==> src/rtl/flash_sample_sequencer_if.sv <==
// Read-request channel between the sample sequencer and the single-word
// flash read controller.
interface flash_sample_sequencer_if;
    logic        rd_req;
    logic [22:0] rd_addr;
    logic        rd_busy;
    logic [31:0] rd_data;
    logic        rd_error;

    modport master (
        output rd_req,
        output rd_addr,
        input  rd_busy,
        input  rd_data,
        input  rd_error
    );

    modport slave (
        input  rd_req,
        input  rd_addr,
        output rd_busy,
        output rd_data,
        output rd_error
    );
endinterface

==> src/rtl/flash_sample_sequencer.sv <==
// Audio sample sequencer: keeps a two-word prefetch buffer filled from flash and
// hands out one 16-bit half-word per sample tick. Optional FLASH_SEQ_UNDERRUN_CNT_EN
// builds the saturating underrun counter; otherwise underrun_cnt_o is tied to 0.
//
// state  | meaning
// S_IDLE | no fetch in flight; launches one when nxt slot is free
// S_REQ  | rd_req held high until the controller reports busy
// S_WAIT | waiting for busy to fall, then captures rd_data
// S_ERR  | controller fault seen; no more fetches until reset
module flash_sample_sequencer #(
    parameter logic [22:0] START_ADDR = 23'h000000,
    parameter logic [22:0] END_ADDR   = 23'h07FFFF
) (
    input  logic        clk,
    input  logic        rst_n,
    input  logic        play_i,
    input  logic        dir_i,
    input  logic        restart_i,
    input  logic        sample_tick_i,
    output logic [15:0] sample_o,
    output logic        sample_valid_o,
    output logic        error_o,
    output logic [7:0]  underrun_cnt_o,
    flash_sample_sequencer_if.master rd_if
);

    typedef enum logic [1:0] {
        S_IDLE = 2'd0,
        S_REQ  = 2'd1,
        S_WAIT = 2'd2,
        S_ERR  = 2'd3
    } state_t;

    state_t      state_q, state_d;
    logic        rd_req_q, rd_req_d;
    logic [22:0] rd_addr_q, rd_addr_d;
    logic [22:0] fetch_addr_q, fetch_addr_d;
    logic [31:0] cur_q, cur_d;
    logic        cur_hi_q, cur_hi_d;
    logic        cur_vld_q, cur_vld_d;
    logic        half_q, half_d;
    logic [31:0] nxt_q, nxt_d;
    logic        nxt_hi_q, nxt_hi_d;
    logic        nxt_vld_q, nxt_vld_d;
    logic [15:0] sample_q, sample_d;
    logic        sample_valid_q, sample_valid_d;
    logic        error_q, error_d;
    logic        discard_q, discard_d;
    logic        capture;
    logic        tick_play;

    function automatic logic [22:0] next_addr(input logic [22:0] addr, input logic back);
        logic [22:0] res;
        if (!back) begin
            res = (addr == END_ADDR) ? START_ADDR : addr + 23'd1;
        end else begin
            res = (addr == START_ADDR) ? END_ADDR : addr - 23'd1;
        end
        return res;
    endfunction

    assign tick_play = sample_tick_i & play_i;

    always_comb begin
        state_d        = state_q;
        rd_req_d       = rd_req_q;
        rd_addr_d      = rd_addr_q;
        fetch_addr_d   = fetch_addr_q;
        cur_d          = cur_q;
        cur_hi_d       = cur_hi_q;
        cur_vld_d      = cur_vld_q;
        half_d         = half_q;
        nxt_d          = nxt_q;
        nxt_hi_d       = nxt_hi_q;
        nxt_vld_d      = nxt_vld_q;
        sample_d       = sample_q;
        sample_valid_d = 1'b0;
        error_d        = error_q;
        discard_d      = discard_q;
        capture        = 1'b0;

        // Tick is resolved before the fetch so a same-cycle capture sees the shifted buffer.
        if (tick_play && !restart_i && cur_vld_q) begin
            sample_d       = (half_q ^ cur_hi_q) ? cur_q[31:16] : cur_q[15:0];
            sample_valid_d = 1'b1;
            if (half_q) begin
                cur_d     = nxt_q;
                cur_hi_d  = nxt_hi_q;
                cur_vld_d = nxt_vld_q;
                nxt_vld_d = 1'b0;
                half_d    = 1'b0;
            end else begin
                half_d = 1'b1;
            end
        end

        case (state_q)
            S_IDLE: begin
                if (play_i && !error_q && !restart_i && !nxt_vld_q) begin
                    state_d   = S_REQ;
                    rd_req_d  = 1'b1;
                    rd_addr_d = fetch_addr_q;
                end
            end
            S_REQ: begin
                if (restart_i) begin
                    discard_d = 1'b1;
                end
                if (rd_if.rd_busy) begin
                    rd_req_d = 1'b0;
                    state_d  = S_WAIT;
                end
            end
            S_WAIT: begin
                if (!rd_if.rd_busy) begin
                    state_d   = S_IDLE;
                    discard_d = 1'b0;
                    capture   = !discard_q && !restart_i;
                end else if (restart_i) begin
                    discard_d = 1'b1;
                end
            end
            S_ERR: begin
                rd_req_d = 1'b0;
            end
            default: begin
                state_d = S_IDLE;
            end
        endcase

        if (rd_if.rd_error) begin
            state_d  = S_ERR;
            rd_req_d = 1'b0;
            error_d  = 1'b1;
        end else if (capture) begin
            if (!cur_vld_d) begin
                cur_d     = rd_if.rd_data;
                cur_hi_d  = dir_i;
                cur_vld_d = 1'b1;
                half_d    = 1'b0;
            end else begin
                nxt_d     = rd_if.rd_data;
                nxt_hi_d  = dir_i;
                nxt_vld_d = 1'b1;
            end
            fetch_addr_d = next_addr(fetch_addr_q, dir_i);
        end

        if (restart_i) begin
            cur_vld_d    = 1'b0;
            nxt_vld_d    = 1'b0;
            half_d       = 1'b0;
            fetch_addr_d = dir_i ? END_ADDR : START_ADDR;
        end
    end

    always_ff @(posedge clk or negedge rst_n) begin
        if (!rst_n) begin
            state_q        <= S_IDLE;
            rd_req_q       <= 1'b0;
            rd_addr_q      <= START_ADDR;
            fetch_addr_q   <= START_ADDR;
            cur_q          <= '0;
            cur_hi_q       <= 1'b0;
            cur_vld_q      <= 1'b0;
            half_q         <= 1'b0;
            nxt_q          <= '0;
            nxt_hi_q       <= 1'b0;
            nxt_vld_q      <= 1'b0;
            sample_q       <= '0;
            sample_valid_q <= 1'b0;
            error_q        <= 1'b0;
            discard_q      <= 1'b0;
        end else begin
            state_q        <= state_d;
            rd_req_q       <= rd_req_d;
            rd_addr_q      <= rd_addr_d;
            fetch_addr_q   <= fetch_addr_d;
            cur_q          <= cur_d;
            cur_hi_q       <= cur_hi_d;
            cur_vld_q      <= cur_vld_d;
            half_q         <= half_d;
            nxt_q          <= nxt_d;
            nxt_hi_q       <= nxt_hi_d;
            nxt_vld_q      <= nxt_vld_d;
            sample_q       <= sample_d;
            sample_valid_q <= sample_valid_d;
            error_q        <= error_d;
            discard_q      <= discard_d;
        end
    end

`ifdef FLASH_SEQ_UNDERRUN_CNT_EN
    logic       underrun;
    logic [7:0] underrun_cnt_q;

    // A restart in the tick cycle empties the buffer, so that tick is an underrun.
    assign underrun = tick_play & (restart_i | ~cur_vld_q);

    always_ff @(posedge clk or negedge rst_n) begin
        if (!rst_n) begin
            underrun_cnt_q <= '0;
        end else if (underrun && (underrun_cnt_q != 8'hFF)) begin
            underrun_cnt_q <= underrun_cnt_q + 8'd1;
        end
    end

    assign underrun_cnt_o = underrun_cnt_q;
`else
    assign underrun_cnt_o = '0;
`endif

    assign rd_if.rd_req  = rd_req_q;
    assign rd_if.rd_addr = rd_addr_q;
    assign sample_o       = sample_q;
    assign sample_valid_o = sample_valid_q;
    assign error_o        = error_q;

endmodule

==> src/flat_wrapper.sv <==
// flat-port wrapper written by rule: the top's interface ports become plain ports
module flash_sample_sequencer_flat 
#(
    parameter logic [22:0] START_ADDR = 23'h000000,
    parameter logic [22:0] END_ADDR   = 23'h07FFFF
)
  (clk, rst_n, play_i, dir_i, restart_i, sample_tick_i, sample_o, sample_valid_o, error_o, underrun_cnt_o, rd_if_rd_req, rd_if_rd_addr, rd_if_rd_busy, rd_if_rd_data, rd_if_rd_error);
  flash_sample_sequencer_if rd_if_i ();
  input  logic clk;
  input  logic rst_n;
  input  logic play_i;
  input  logic dir_i;
  input  logic restart_i;
  input  logic sample_tick_i;
  output logic [15:0] sample_o;
  output logic sample_valid_o;
  output logic error_o;
  output logic [7:0] underrun_cnt_o;
  output wire logic [$bits(rd_if_i.rd_req)-1:0] rd_if_rd_req;
  output wire logic [$bits(rd_if_i.rd_addr)-1:0] rd_if_rd_addr;
  input wire logic [$bits(rd_if_i.rd_busy)-1:0] rd_if_rd_busy;
  input wire logic [$bits(rd_if_i.rd_data)-1:0] rd_if_rd_data;
  input wire logic [$bits(rd_if_i.rd_error)-1:0] rd_if_rd_error;
  assign rd_if_rd_req = rd_if_i.rd_req;
  assign rd_if_rd_addr = rd_if_i.rd_addr;
  assign rd_if_i.rd_busy = rd_if_rd_busy;
  assign rd_if_i.rd_data = rd_if_rd_data;
  assign rd_if_i.rd_error = rd_if_rd_error;
  flash_sample_sequencer #(.START_ADDR(START_ADDR), .END_ADDR(END_ADDR)) u_core (.clk(clk), .rst_n(rst_n), .play_i(play_i), .dir_i(dir_i), .restart_i(restart_i), .sample_tick_i(sample_tick_i), .sample_o(sample_o), .sample_valid_o(sample_valid_o), .error_o(error_o), .underrun_cnt_o(underrun_cnt_o), .rd_if(rd_if_i));
endmodule
==> config.mk <==
export PLATFORM = sky130hd
export DESIGN_NAME = flash_sample_sequencer_flat
export DESIGN_NICKNAME = d
export VERILOG_FILES = /design/src/rtl/flash_sample_sequencer_if.sv /design/src/rtl/flash_sample_sequencer.sv /design/src/flat_wrapper.sv
export SDC_FILE = /design/constraint.sdc
export NUM_CORES = 1
export LEC_CHECK = 0
export CAP_MARGIN = 20
export CORE_MARGIN = 10
export CORE_UTILIZATION = 52
export CTS_BUF_LIST = sky130_fd_sc_hd__clkbuf_4
export DETAILED_ROUTE_END_ITERATION = 8
export PLACE_DENSITY = 0.79
export RECOVER_POWER = 25
export SETUP_SLACK_MARGIN = 0.3
export SLEW_MARGIN = 20
export SYNTH_ARGS = -nofsm -noshare
export SYNTH_HDL_FRONTEND = slang
export SYNTH_SLANG_ARGS = --single-unit
==> constraint.sdc <==
create_clock -name clk -period 2.2 [get_ports clk]
set_input_delay 0.44 -clock clk [delete_from_list [all_inputs] [get_ports clk]]
set_output_delay 0.44 -clock clk [all_outputs]
set_load 0.02 [all_outputs]
==> flow_metrics.tcl <==
set metrics [dict create \
    rsz0062_at_grt "yes" \
    drv_slew 0 \
    ir_worst_vdd_uv 498 \
    layout-drive-gt1-share 0.449 \
    dr.pass1.iters 6 \
    min_period_ps 2420 \
    p_seq_frac 0.465 \
    violations "negative setup slack" \
    combPwrFrac 0.326 \
    timing.final.crit_share 1.10 \
    netSwitchingFraction 0.376 \
    yosys.area_share.simple 0.142 \
    fin_cells 1054 \
    intPower_mw 4.48 \
    antenna_found_initial 1 \
    cts-htree-levels 4 \
    grt_pass1_vias 6533 \
    hpwl_um 13300 \
    met1_length_um 10100 \
    power_mw 7.17 \
    grtUsageTotal 0.227 \
    grt_overflow 0 \
    synth_xor_area_frac 0.0125 \
    synthCells 671 \
    outcome "complete, but fails checks" \
    layout_common_cells "dfrtp_1, buf_4, mux2i_1" \
    io_pins 90 \
    place_congestion 0.947 \
    worst_slack_ps -221 \
    initial_utilization 0.529 \
    design_area_um2 10600 \
    dieWidth_um 136 \
    drtIter0Drc 865 \
    layout_commonest_cell "dfrtp_1" \
    p_leak_nw 4.97 \
    crit_end "u_core.fetch_addr_q[7]" \
    pwr-share-clk 0.208 \
    port_buffers 81 \
    cts_tree "yes" \
    met3_length_um 2940 \
    yosysSeqAreaShare 0.489 \
    ys_seq_elements 137 \
    routed.top_layer "met4" \
    pwr_density_cell_nw_per_um2 678 \
    slew_headroom 0.0923 \
    clock_latency_ps 610 \
    path_class "flop to flop" \
    cp.arrival_ps 2930 \
    ant_nets 0 \
    placed_cell_area_um2 8590 \
    whs_ps 466 \
    fin_skew_ps 38.0 \
    vias 7063 \
    cp-end-kind "flop" \
    met2_length_um 13000 \
    max_cap_violations 0 \
    synth_ff_type "dfrtp_1" \
    min_path_type "input pin to flop" \
    place_ws_ps -261 \
    yosys.area_share.adder 0.0125 \
    netlist_area_um2 7010 \
    synth-compound-area-share 0.129 \
    ys_types 65 \
    ff2ff_setup_slack_ps -220 \
    grt_pass1_wl_um 33600 \
    cp.required_ps 2710 \
    max_freq_ghz 0.413 \
    fin_nets 911 \
    crit_path_max_fanout 6 \
    cts_made_buffers 17 \
    synth-async-reset-ratio 1.00 \
    avgRoutedWirePerCell_um 26.5 \
    fin_util 0.798 \
    syn_avg_cell_area_um2 10.4 \
    finalSetupTns_ps -1550 \
    clk_path_buf_depth 2 \
    r2r_start "u_core.fetch_addr_q[15]" \
    r2r-end "u_core.fetch_addr_q[7]" \
    dieArea_um2 18500 \
    post-place-cells 960 \
    final-setup-viol-count 15 \
    startpoint "u_core.fetch_addr_q[15]" \
    hold_viol_final 0 \
    ys_warn_count 0 \
    synth_edf_count 0 \
    vias_per_cell 6.70 \
    synth_top_family_by_area "multiplexers" \
    worst_pin_slew_ps 1360 \
    die_height_um 136 \
    r2r_cells 6 \
    core_region_area_um2 13200 \
    cts.sinks 137 \
    root_buffer "clkbuf_4" \
    area_growth_pct 50.8 \
    clk_pin_slew_ps 150 \
    power_switching_mw 2.69 \
    drcViolationCount 0 \
    synthMuxAreaShare 0.170 \
    routed_wl_um 27900 \
    row_count 42 \
    startpoint_type "flop" \
    grt_max_degree 58 \
]
final cells by class:
| type | instances | area, µm² |
|---|---|---|
| clock buffer | 17 | 128 |
| tap | 176 | 220 |
| clock inverter | 15 | 100 |
| antenna | 1 | 2.50 |
| multi-input combinational | 477 | 4420 |
| timing repair buffer | 222 | 2220 |
| sequential | 137 | 3440 |
| fill | 657 | 2670 |
| inverter | 9 | 36.3 |
what timing repair did:
item	CTS	global route
endpoints found under the setup margin	114	114
buffers inserted	33	14
pin swaps	34	32
gates cloned	5	8
gates resized for setup	106	201
hold endpoints to repair	45	0
hold buffers	1	0
per-layer routing:
layer	vias to the layer above	track usage
met5	-	0
met4	0	0.0834
met3	203	0.0613
met2	637	0.384
met1	3417	0.270
li1	2806	-
power groups by stage:
stage          Combinational, mW  Sequential (mW)  Clock (mW)
6_report                    2.34             3.34        1.49
5_1_grt                     2.47             3.36        1.58
4_1_cts                     1.79             3.25        1.45
3_5_place_dp                1.67             3.31           0
3_3_place_gp                1.59             3.28           0
2_1_floorplan               1.07             3.24           0
critical path, stage by stage, from the launching register on:
cell     delay [ps]
dfrtp_1         590
nand2_1         280
nor3_2          440
and3_4          330
nor3_4           50
a221o_1         330
a221o_1         320
cells in the mapped netlist (3+ instances only):
master,number,area share
o22ai_1,3,0.0027
buf_2,15,0.011
nand4_1,5,0.0045
xor2_1,6,0.0075
a21oi_1,77,0.055
or3_1,5,0.0045
a32oi_1,3,0.0038
nor3_1,10,0.0071
ha_1,7,0.012
nor4_2,4,0.0071
nand2_1,28,0.015
o21ai_0,19,0.014
nor2_1,83,0.044
or4_1,4,0.0043
nor4_1,8,0.0071
dfrtp_1,137,0.49
inv_1,9,0.0048
mux2_2,57,0.092
clkbuf_1,21,0.011
a211oi_1,5,0.0054
xnor2_1,4,0.0050
mux2i_1,55,0.079
buf_4,12,0.013
a221o_1,5,0.0071
o21bai_1,4,0.0043
o21ai_1,6,0.0043
and3_1,4,0.0036
buf_1,7,0.0038
a31oi_1,7,0.0062
nand3_1,12,0.0086
or3b_1,3,0.0038
worst min-delay path by stage:
stage / startpoint / to / slack, ps / depth (start not counted)
2_1_floorplan: rst_n / u_core.cur_hi_q / 140 / 0
3_3_place_gp: rst_n / u_core.rd_if.rd_addr[10] / 410 / 1
3_5_place_dp: rst_n / u_core.rd_if.rd_addr[10] / 420 / 1
4_1_cts: rst_n / u_core.fetch_addr_q[9] / 360 / 2
5_1_grt: rd_if_rd_data[5] / u_core.cur_q[5] / 460 / 3
6_report: rd_if_rd_data[5] / u_core.cur_q[5] / 470 / 3
cell families (layout without fill, tap and decap cells):
| family | Yosys count | count (layout) |
|---|---|---|
| xor+xnor | 10 | 10 |
| other cells | 1 | 9 |
| fa+ha+maj | 7 | 7 |
| simple gates | 189 | 189 |
| compound gates | 151 | 151 |
| buf+inv | 64 | 263 |
| flops | 137 | 137 |
| mux | 112 | 112 |
flip-flops by register name, indices dropped and copies added (netlist names):
| register | flops |
|---|---|
| u_core.error_o | 1 |
| u_core.nxt_vld_q | 1 |
| u_core.rd_if.rd_req | 1 |
| u_core.cur_vld_q | 1 |
| u_core.half_q | 1 |
| u_core.rd_if.rd_addr | 23 |
| u_core.cur_hi_q | 1 |
| u_core.state_q | 2 |
| u_core.discard_q | 1 |
| u_core.fetch_addr_q | 23 |
| u_core.sample_o | 16 |
| u_core.cur_q | 32 |
| u_core.sample_valid_o | 1 |
| u_core.nxt_q | 32 |
| u_core.nxt_hi_q | 1 |
Note: power is estimated with default switching activity, not from simulation.
